**config.mk**
```make
export PLATFORM = sky130hd
export DESIGN_NAME = uart_tx_fifo
export DESIGN_NICKNAME = d
export VERILOG_FILES = /design/src/rtl/uart_tx_fifo.sv
export SDC_FILE = /design/constraint.sdc
export NUM_CORES = 1
export LEC_CHECK = 0
export CAP_MARGIN = 40
export CORE_MARGIN = 5
export CORE_UTILIZATION = 54
export DETAILED_ROUTE_END_ITERATION = 10
export PLACE_DENSITY_LB_ADDON = 0.12
export SETUP_SLACK_MARGIN = 0.4
export SYNTH_ARGS = -nofsm -noshare
export SYNTH_HDL_FRONTEND = slang
export SYNTH_SLANG_ARGS = --single-unit
export TNS_END_PERCENT = 5
```
**constraint.sdc**
```tcl
create_clock -name clk -period 3.3 [get_ports clk]
set_input_delay 0.66 -clock clk [delete_from_list [all_inputs] [get_ports clk]]
set_output_delay 0.66 -clock clk [all_outputs]
set_load 0.02 [all_outputs]
```
**src/rtl/uart_tx_fifo.sv**
```systemverilog
// Byte FIFO feeding the UART transmitter: queues bytes at clk rate and launches them one at a
// time through the transmit/data_tx/busy_tx handshake.
module uart_tx_fifo #(
   parameter int unsigned ADDR_W = 4
) (
   input  logic              clk,
   input  logic              nRst,
   input  logic              wr_en,
   input  logic [7:0]        wr_data,
   input  logic              flush,
   input  logic              busy_tx,
   output logic              transmit,
   output logic [7:0]        data_tx,
   output logic              full,
   output logic              empty,
   output logic [ADDR_W:0]   count,
   output logic              overflow,
   output logic              active
);

   localparam int unsigned DEPTH = 1 << ADDR_W;
   localparam logic [ADDR_W:0] FullCount = (ADDR_W + 1)'(DEPTH);

   typedef enum logic [1:0] {
      StIdle,
      StWaitBusy,
      StWaitDone
   } state_e;

   state_e              state_q, state_d;
   logic [7:0]          mem_q [DEPTH];
   logic [ADDR_W-1:0]   wr_ptr_q, wr_ptr_d;
   logic [ADDR_W-1:0]   rd_ptr_q, rd_ptr_d;
   logic [ADDR_W:0]     count_q, count_d;
   logic                full_q, full_d;
   logic                empty_q, empty_d;
   logic                overflow_q, overflow_d;
   logic                transmit_q, transmit_d;
   logic [7:0]          data_tx_q, data_tx_d;
   logic                active_q, active_d;
   logic                push, pop;

   // Full is judged on the registered (pre-edge) count, so a same-cycle pop never rescues a write.
   always_comb begin
      push       = wr_en && !flush && !full_q;
      pop        = (state_q == StIdle) && !empty_q && !busy_tx && !flush;
      overflow_d = wr_en && full_q && !flush;

      wr_ptr_d = wr_ptr_q;
      if (push) begin
         wr_ptr_d = wr_ptr_q + ADDR_W'(1);
      end

      rd_ptr_d = rd_ptr_q;
      if (flush) begin
         rd_ptr_d = wr_ptr_q;
      end else if (pop) begin
         rd_ptr_d = rd_ptr_q + ADDR_W'(1);
      end

      count_d = count_q;
      if (flush) begin
         count_d = '0;
      end else begin
         case ({push, pop})
            2'b10:   count_d = count_q + (ADDR_W + 1)'(1);
            2'b01:   count_d = count_q - (ADDR_W + 1)'(1);
            default: count_d = count_q;
         endcase
      end
      full_d  = (count_d == FullCount);
      empty_d = (count_d == '0);
   end

   // Launch controller; flush leaves it alone so an in-flight byte always completes.
   always_comb begin
      state_d    = state_q;
      transmit_d = transmit_q;
      data_tx_d  = data_tx_q;
      active_d   = active_q;
      case (state_q)
         StIdle: begin
            if (pop) begin
               data_tx_d  = mem_q[rd_ptr_q];
               transmit_d = 1'b1;
               active_d   = 1'b1;
               state_d    = StWaitBusy;
            end
         end
         StWaitBusy: begin
            if (busy_tx) begin
               transmit_d = 1'b0;
               state_d    = StWaitDone;
            end
         end
         StWaitDone: begin
            if (!busy_tx) begin
               active_d = 1'b0;
               state_d  = StIdle;
            end
         end
         default: begin
            transmit_d = 1'b0;
            active_d   = 1'b0;
            state_d    = StIdle;
         end
      endcase
   end

   always_ff @(posedge clk or negedge nRst) begin
      if (!nRst) begin
         state_q    <= StIdle;
         wr_ptr_q   <= '0;
         rd_ptr_q   <= '0;
         count_q    <= '0;
         full_q     <= 1'b0;
         empty_q    <= 1'b1;
         overflow_q <= 1'b0;
         transmit_q <= 1'b0;
         data_tx_q  <= '0;
         active_q   <= 1'b0;
      end else begin
         state_q    <= state_d;
         wr_ptr_q   <= wr_ptr_d;
         rd_ptr_q   <= rd_ptr_d;
         count_q    <= count_d;
         full_q     <= full_d;
         empty_q    <= empty_d;
         overflow_q <= overflow_d;
         transmit_q <= transmit_d;
         data_tx_q  <= data_tx_d;
         active_q   <= active_d;
      end
   end

   // Storage needs no reset: occupancy is tracked entirely by the pointers and count.
   always_ff @(posedge clk) begin
      if (push) begin
         mem_q[wr_ptr_q] <= wr_data;
      end
   end

   assign transmit = transmit_q;
   assign data_tx  = data_tx_q;
   assign full     = full_q;
   assign empty    = empty_q;
   assign count    = count_q;
   assign overflow = overflow_q;
   assign active   = active_q;

endmodule

```
==> results of run 1 <==
==> logic make-up after synthesis <==
group / count (synthesis) / synth area share, %
fa+ha+maj: 7 / 1.39
simple gates: 54 / 4.40
mux: 53 / 16.5
compound gates: 22 / 2.86
buf+inv: 23 / 1.47
flops: 156 / 72.1
xor+xnor: 9 / 1.25
==> power breakdown <==
group	internal [uW]	switching (uW)
clock network	1110	772
logic	805	685
registers	2340	168
total	4250	1630
==> how the worst max path moves through the flow <==
stage                  to  slack (ns)  cells after the start  startpoint
detailed placement  empty       -0.14                     11     busy_tx
floorplan           empty        0.12                     12     busy_tx
CTS                 empty        0.40                     10  state_q[0]
finish               full        0.49                     12     busy_tx
global route         full        0.38                     11  state_q[0]
global placement    empty       -0.11                     11     busy_tx
==> synth_stat cells <==
master     count  area [sq um]
a32oi_1        1          8.76
inv_1          7          26.3
clkbuf_1       8          30.0
or4_4          1          11.3
a21oi_1        2          10.0
nor4_2         2          25.0
nand4_1        2          12.5
and3_1         1          6.26
xor2_1         2          17.5
nor3_1         4          20.0
o31ai_1        2          15.0
mux2i_1        3          30.0
nor2_1        22          82.6
mux4_2        40           901
a21o_1         3          22.5
buf_2          5          25.0
edfxtp_1     128          3840
nor4bb_1       1          10.0
ha_1           7          87.6
o31a_1         1          8.76
nand2_1       11          41.3
nand2b_1       3          18.8
nor3b_1        1          7.51
o2111ai_1      1          8.76
o31a_2         1          10.0
nor2b_1        2          12.5
o21ai_0        7          35.0
a21o_2         1          8.76
a2111oi_4      1          27.5
mux2_2        10           113
a2111oi_0      1          8.76
a21oi_4        1          16.3
or4_1          1          7.51
and4b_1        1          10.0
dfstp_2        1          26.3
xnor2_1        7          61.3
buf_1          3          11.3
nor4_1         2          12.5
dfrtp_1       27           676
==> registers in the layout, summed over array words and instances, names as in the netlist <==
| signal | count |
|---|---|
| mem_q | 128 |
| transmit | 1 |
| active | 1 |
| full | 1 |
| count | 5 |
| state_q | 2 |
| empty | 1 |
| overflow | 1 |
| wr_ptr_q | 4 |
| data_tx | 8 |
| rd_ptr_q | 4 |
==> worst register-to-register path, stage by stage (launching register included) <==
cell and delay [ns]:
dfrtp_2 0.40, or4_4 0.53, nor2_4 0.11, nand2_2 0.05, xnor2_1 0.14, ha_2 0.22, a21oi_4 0.04, buf_4 0.15
o31a_1 0.12, or4_4 0.53, a21oi_4 0.17, and4b_1 0.22
==> cells in the final DEF (no fill, tap or decap), types with 3 or more instances in the layout <==
cell type,instances
dfrtp_1,25
mux4_2,40
inv_1,7
nor4_2,3
nor3_1,4
a21o_1,3
o21ai_0,7
nand2_1,10
clkbuf_16,17
edfxtp_1,128
clkinv_2,3
buf_4,32
clkdlybuf4s50_1,29
nand2b_1,3
mux2_2,9
mux2i_1,3
nor2_1,21
ha_1,5
xnor2_1,7
inv_6,5
==> metal layers <==
layer / wire [um] / global-route usage [%] / vias to the layer above / part of all wire [%]
met2: 5660 / 26.4 / 72 / 50
met4: 179 / 7.31 / 0 / 1.6
met1: 4930 / 23.4 / 1619 / 43
met3: 600 / 4.81 / 17 / 5.3
met5: 0 / 0 / - / 0
li1: - / - / 1427 / -
==> what timing repair did <==
item | CTS | global route
gates resized for setup | 5 | 9
endpoints found under the hold margin | 0 | 0
setup endpoints to repair | 2 | 2
setup buffers | 3 | 2
pin swaps | 6 | 7
==> metrics by stage <==
| step | TNS [ns] | total power (uW) | setup slack (ns) | util, % | cell area, sq um |
|---|---|---|---|---|---|
| floorplan | 0 | 3530 | 0.123 | - | 6340 |
| global placement | -0.192 | 4000 | -0.114 | 61.0 | 6970 |
| detailed placement | -0.272 | 4030 | -0.145 | 61.0 | 6970 |
| CTS | 0 | 5940 | 0.400 | 66.3 | 7570 |
| global route | 0 | 6160 | 0.378 | 66.8 | 7630 |
| finish | 0 | 5880 | 0.489 | 66.8 | 7630 |
==> final cells by class <==
| type | count | area [sq um] |
|---|---|---|
| Inverter | 7 | 26.3 |
| Sequential cell | 156 | 4550 |
| Fill cell | 768 | 3790 |
| Tap cell | 143 | 179 |
| Clock inverter | 14 | 143 |
| Multi-Input combinational cell | 145 | 1750 |
| Clock buffer | 17 | 425 |
| Timing Repair Buffer | 63 | 561 |
==> metrics.yaml, run 1 <==
status: "completed"
first_iter_violations: 233
cap_violations: 0
diodes: 0
hold_buffers: 0
p_leak_uw: 0.00263
cp_data_required_time_ns: 3.60
rrSetupSlack_ns: 0.49
seq_area_frac_synth_pct: 72.1
clk_pin_slew_ns: 0.06
critPathTopFamily: "simple AND/OR/NAND/NOR gates"
syn_area_per_cell_sq_um: 19.5
yosysWarnings: 0
die_w_um: 118
cts_tree: "built"
first_pass_iters: 4
dp_hpwl_um: 7700
clock-skew-final_ns: 0.00665
postSynthCellCount: 324
antenna_found_initial: 0
crit_type: "input port to flop"
dpl.cell_count: 509
min_to: "transmit"
crit_buf_inv: 2
grt_pass1_wl_um: 18200
cts.path.max_buffers: 2
start_util_pct: 55.2
arrival_ns: 3.11
track_usage_pct: 17.2
yosysUniqueCellTypes: 39
antenna_left: 0
ios: 31
hold_start: "transmit"
routed_wirelength_um: 11400
slowest_stage: "or4_4"
grt_max_degree: 36
hold_viol: 0
synthesis.nets: 344
wire_per_inst_um: 20.9
holdPathStages: 1
vias_per_cell: 5.75
h-tree-depth: 4
slew_headroom_pct: 60.6
crit_fanout: 3
hold_slack_ns: 0.475
r2r_cells: 11
dr_total_vias: 3135
startpoint_type: "input port"
critPathMaxStageDelay_ns: 0.53
r2r_end: "full"
worst_pin_slew_ns: 0.591
drc: 0
grt_pass1_vias: 3282
place.gp.congestion: 0.766
ys_ff_latch: 156
clock_sinks: 156
drive_gt1_share_pct: 33.3
rows: 39
r2r-start: "state_q[0]"
stdcell_count: 545
ir_drop_uv: 454
core_sq_um: 11400
dieArea_sq_um: 13900
drv_slew: 0
end_kind: "flop"
grt_setup_unrepaired: "yes"
syn_to_final_growth_pct: 21.0
critical_path.cell_chain: "clkdlybuf4s15_1 -> or4_4 -> nor2_4 -> nand2_2 -> xnor2_1 -> ha_2 -> a21oi_4 -> buf_4 -> o31a_1 -> or4_4 -> a21oi_4 -> and4b_1"
synth_area_sq_um: 6310
insertion_delay_ns: 0.42
fin_crit_ns: 2.81
setup_viol: 0
power_density_nw_per_um2: 771
hp-class: "flop to flop"
cts_buffers: 17
port-buffer-count: 30
fmax_ghz: 0.356
nets: 410
grt_overflow: 0
cts_root_buffer: "clkbuf_16"
period_share_pct: 85.2
die_h_um: 118
Power figures use the tool's default switching activity.
==> inputs of run 2 (changes only) <==
- CORE_UTILIZATION: 54 -> 50
==> run 2 against run 1 <==
Effect of this change:
- maximum frequency shrank 1.1%
- combinational power shrank 3%
- sequential power grew 2%
- clock-buffer cell count grew 2
- worst setup slack lost 0.031 ns
- wire length grew 3.1%
- sequential share of layout area shrank 0.69 points
- critical path type unchanged
==> metrics.yaml, run 2 (same netlist as run 1, synthesis figures left out) <==
routed_wirelength_um: 11700
port-buffer-count: 30
dieArea_sq_um: 15000
drv_slew: 0
fin_crit_ns: 2.84
ir_drop_uv: 359
fmax_ghz: 0.352
wire_per_inst_um: 20.4
finalWorstSetupSlack_ns: 0.458
antenna_left: 0
rows: 41
cts_buffers: 17
dpl_worst_slack_ns: -0.244
final_cell_mix: "edfxtp_1 (128), mux4_2 (40), buf_4 (30), clkdlybuf4s50_1 (29), dfrtp_1 (25)"
mostFrequentLayoutCell: "edfxtp_1"
dr_total_vias: 3125
first_iter_violations: 238
die_w_um: 122
cap_violations: 0
fill_cells: 946
rrSetupSlack_ns: 0.47
ios: 31
cts_root_buffer: "clkbuf_16"
hold_buffers: 0
status: "completed"
worst_pin_slew_ns: 0.653
start_util_pct: 50.4
core_sq_um: 12500
first_pass_iters: 4
clk_pin_slew_ns: 0.06
slew_headroom_pct: 56.5
h-tree-depth: 4
crit_fanout: 5
startpoint_type: "input port"
p_leak_uw: 0.00265
grt_max_degree: 29
grt_pass1_vias: 3169
grt_pass1_wl_um: 18300
multiInputGateArea_sq_um: 1740
diodes: 0
period_share_pct: 86.1
grt_overflow: 0
grt_setup_unrepaired: "yes"
crit_start: "busy_tx"
crit_type: "input port to flop"
clock-skew-final_ns: 0.00514
largest_reg_flops: 128
drc: 0
arrival_ns: 3.17
vias_per_cell: 5.44
place.gp.congestion: 0.789
r2r_end: "empty"
die_h_um: 122
syn_to_final_growth_pct: 22.4
track_usage_pct: 17.1
dp_hpwl_um: 8040
nets: 409
clock_sinks: 156
hold_viol: 0
cts_tree: "built"
setup_viol: 0
seq_area_sq_um: 4550
endpoint: "empty"
drive_gt1_share_pct: 33.1
r2r_cells: 10
top_register: "mem_q"
cp_data_required_time_ns: 3.62
hold_slack_ns: 0.475
r2r-start: "state_q[1]"
insertion_delay_ns: 0.41
hp-class: "flop to flop"
power_density_nw_per_um2: 784
antenna_found_initial: 0
end_kind: "flop"
cts.path.max_buffers: 2
==> run 2: how the worst min path moves through the flow <==
stage	start	end	cells past startpoint
floorplan	nRst	active	0
global placement	transmit	transmit	1
detailed placement	transmit	transmit	1
CTS	transmit	transmit	1
global route	transmit	transmit	1
finish	transmit	transmit	1
==> run 2: timing repair <==
| item | 4_1_cts | 5_1_grt |
|---|---|---|
| setup endpoints to repair | 3 | 3 |
| gates resized for setup | 4 | 10 |
| setup buffers | 2 | 2 |
| pin swaps | 1 | 6 |
==> run 2: metrics by stage <==
| stage | utilization [%] | total power (uW) | setup TNS, ns | cells | cell area, sq um |
|---|---|---|---|---|---|
| floorplan | - | 3530 | 0 | 324 | 6340 |
| global placement | 56.1 | 4030 | -0.342 | 538 | 7020 |
| finish | 61.6 | 6050 | 0 | 574 | 7720 |
| detailed placement | 56.1 | 4060 | -0.478 | 538 | 7020 |
| global route | 61.6 | 6330 | 0 | 574 | 7720 |
| CTS | 61.2 | 6110 | 0 | 572 | 7660 |
==> run 2: layout make-up <==
type / instances / area share [%]
clock buffer: 19 / 5.61
clock inverter: 13 / 2.45
inverter: 7 / 0.341
multi-input combinational: 145 / 22.6
sequential: 156 / 58.9
tap: 172 / 2.79
timing repair buffer: 62 / 7.26
==> run 2: power by group <==
part	total, uW	internal [uW]	switching [uW]
registers	2570	2340	232
logic	1450	816	637
clock network	2020	1270	750
==> run 2: routing by layer <==
layer / share of wire (%) / wire length [um] / track usage, % / up-vias
li1: - / - / - / 1431
met3: 3.6 / 418 / 4.06 / 13
met4: 1.5 / 174 / 7.14 / 0
met5: 0 / 0 / 0 / -
met2: 49 / 5770 / 26.2 / 66
met1: 46 / 5350 / 23.9 / 1615
==> run 2: critical path, cell delays in order <==
cell and delay, ns:
clkbuf_2 0.12, or4_4 0.56, nor2_4 0.15, nand2_2 0.08
xnor2_2 0.14, ha_2 0.19, a21oi_2 0.13, o2111ai_2 0.17
a2111oi_4 0.35, mux2_4 0.36, nor4bb_4 0.26
==> inputs of run 3 (changes only) <==
- DONT_BUFFER_PORTS: not set -> 1
- GPL_TIMING_DRIVEN: not set -> 0
==> run 3 against run 2 <==
Effect of this change:
- critical path depth grew 1
- non-clock buffer count shrank 33
- maximum frequency shrank 5.9%
- via count shrank 3.7%
- die area is the same
- wire length grew 2.4%
- critical path type is now flop to flop
- largest cell class unchanged
- largest power group unchanged
==> metrics.yaml, run 3 (same netlist as run 1, synthesis figures left out) <==
largest_reg_flops: 128
p_total_uw: 5770
r2r_cells: 12
die_h_um: 122
mostFrequentLayoutCell: "edfxtp_1"
cap_violations: 0
crit_type: "flop to flop"
critical_path.cell_chain: "or4_4 -> buf_6 -> nor2_4 -> buf_8 -> nand2_2 -> xnor2_1 -> ha_2 -> a21oi_2 -> o2111ai_2 -> a2111oi_4 -> mux2_4 -> nor4bb_4"
h-tree-depth: 4
grt_max_degree: 28
end_kind: "flop"
critPathTopFamily: "simple AND/OR/NAND/NOR gates"
fill_cells: 973
stdcell_count: 541
rows: 41
grt_setup_unrepaired: "yes"
grt_pass1_wl_um: 18600
cp.depth: 12
period_share_pct: 91.5
status: "completed"
syn_to_final_growth_pct: 15.1
grt_overflow: 0
worst_pin_slew_ns: 0.902
r2r-start: "state_q[1]"
utilization_pct: 58.0
place.gp.congestion: 0.745
port-buffer-count: 0
slowest_stage: "or4_4"
vias_per_cell: 5.56
antenna_found_initial: 0
dp_hpwl_um: 8280
dieArea_sq_um: 15000
top_register: "mem_q"
nets: 376
first_iter_violations: 253
crit_fanout: 3
wire_per_inst_um: 22.2
crit_start: "state_q[1]"
slew_headroom_pct: 39.4
cts.path.max_buffers: 2
ir_drop_uv: 404
first_pass_iters: 4
rrSetupSlack_ns: 0.28
track_usage_pct: 17.9
ios: 31
startpoint_type: "flop"
clock-skew-final_ns: 0.00571
insertion_delay_ns: 0.42
dr_total_vias: 3009
fin_crit_ns: 3.02
arrival_ns: 3.34
routed_wirelength_um: 12000
hp-class: "input port to async pin"
critPathMaxStageDelay_ns: 0.51
cts_buffers: 17
cts_tree: "built"
drv_slew: 0
antenna_left: 0
dpl.cell_count: 500
power_density_nw_per_um2: 795
cts_root_buffer: "clkbuf_16"
setup_viol: 0
clk_pin_slew_ns: 0.06
clock_sinks: 156
hold_viol: 0
core_sq_um: 12500
crit_buf_inv: 2
fmax_ghz: 0.331
drc: 0
drive_gt1_share_pct: 30.4
die_w_um: 122
start_util_pct: 50.4
p_leak_uw: 0.00245
final_cell_mix: "edfxtp_1 (128), mux4_2 (40), dfrtp_1 (25), nor2_1 (21), clkbuf_16 (17)"
diodes: 0
grt_pass1_vias: 3110
cp_data_required_time_ns: 3.62
## run 3: changes by cell type in the layout (fill, tap and decap cells not counted), moves of 3 or more
cell	delta
buf_2	+8
buf_4	-22
clkdlybuf4s50_1	-29
clkbuf_1	+10
inv_6	-3
clkinvlp_4	-3
clkinv_2	+4
buf_1	+3
## run 3: power by group
group	leakage, uW	total, uW	internal (uW)	switching [uW]
Combinational	0.000669	1360	673	687
Clock	0.000280	1880	1180	705
Sequential	0.00150	2530	2340	187
Total	0.00245	5770	4190	1580
## run 3: per-layer routing
metal  global-route usage, %  up-vias  share of wire, %
met4                    6.72        0               1.3
met1                    25.8     1570                47
met2                    25.9       65                46
met5                       0        -                 0
li1                        -     1364                 -
met3                    5.48       10               5.1
## run 3: path summary, 6_finish.rpt
path	end
worst max-delay path	empty
worst min-delay path	overflow
min in group clk	mem_q[4][0]
worst min register to register	rd_ptr_q[0]
worst max register to register	empty
max in group asynchronous	state_q[1]
## run 3: through the flow
stage | hold slack [ns] | cell area (sq um) | setup WS (ns) | TNS (ns)
after floorplan | 0.364 | 6340 | 0.123 | 0
after global placement | 0.365 | 6560 | -0.227 | -0.303
after detailed placement | 0.365 | 6580 | -0.215 | -0.295
after CTS | 0.0468 | 7240 | 0.125 | 0
after global routing | 0.0443 | 7260 | 0.132 | 0
final | 0.0601 | 7260 | 0.279 | 0
## run 3: what timing repair did
item / in CTS / in global routing
setup endpoints to repair: 4 / 6
hold buffers: 1 / 0
pin swaps: 6 / 5
gates resized for setup: 9 / 2
setup buffers: 6 / 2
hold endpoints to repair: 27 / 0
## run 3: final cells by class
class	instances	area [sq um]	share of cell area (%)
multi-input cells	145	1720	23.7
clock inverters	10	123	1.69
flip-flops and latches	156	4550	62.7
plain buffers	16	83.8	1.15
inverters	7	26.3	0.362
repair buffers	13	100	1.38
well taps	172	215	2.96
clock buffers	22	444	6.12
## run 3: worst reg2reg max path, delay by kind of cell, from the launching register on
family	cells	cell delay [ns]
buffers and inverters	2	0.25
adders and majority gates	1	0.20
AOI/OAI and AO/OA	3	0.65
DFF	1	0.41
xor gates and xnor gates	1	0.12
muxes	1	0.36
and+or+nand+nor	4	0.94
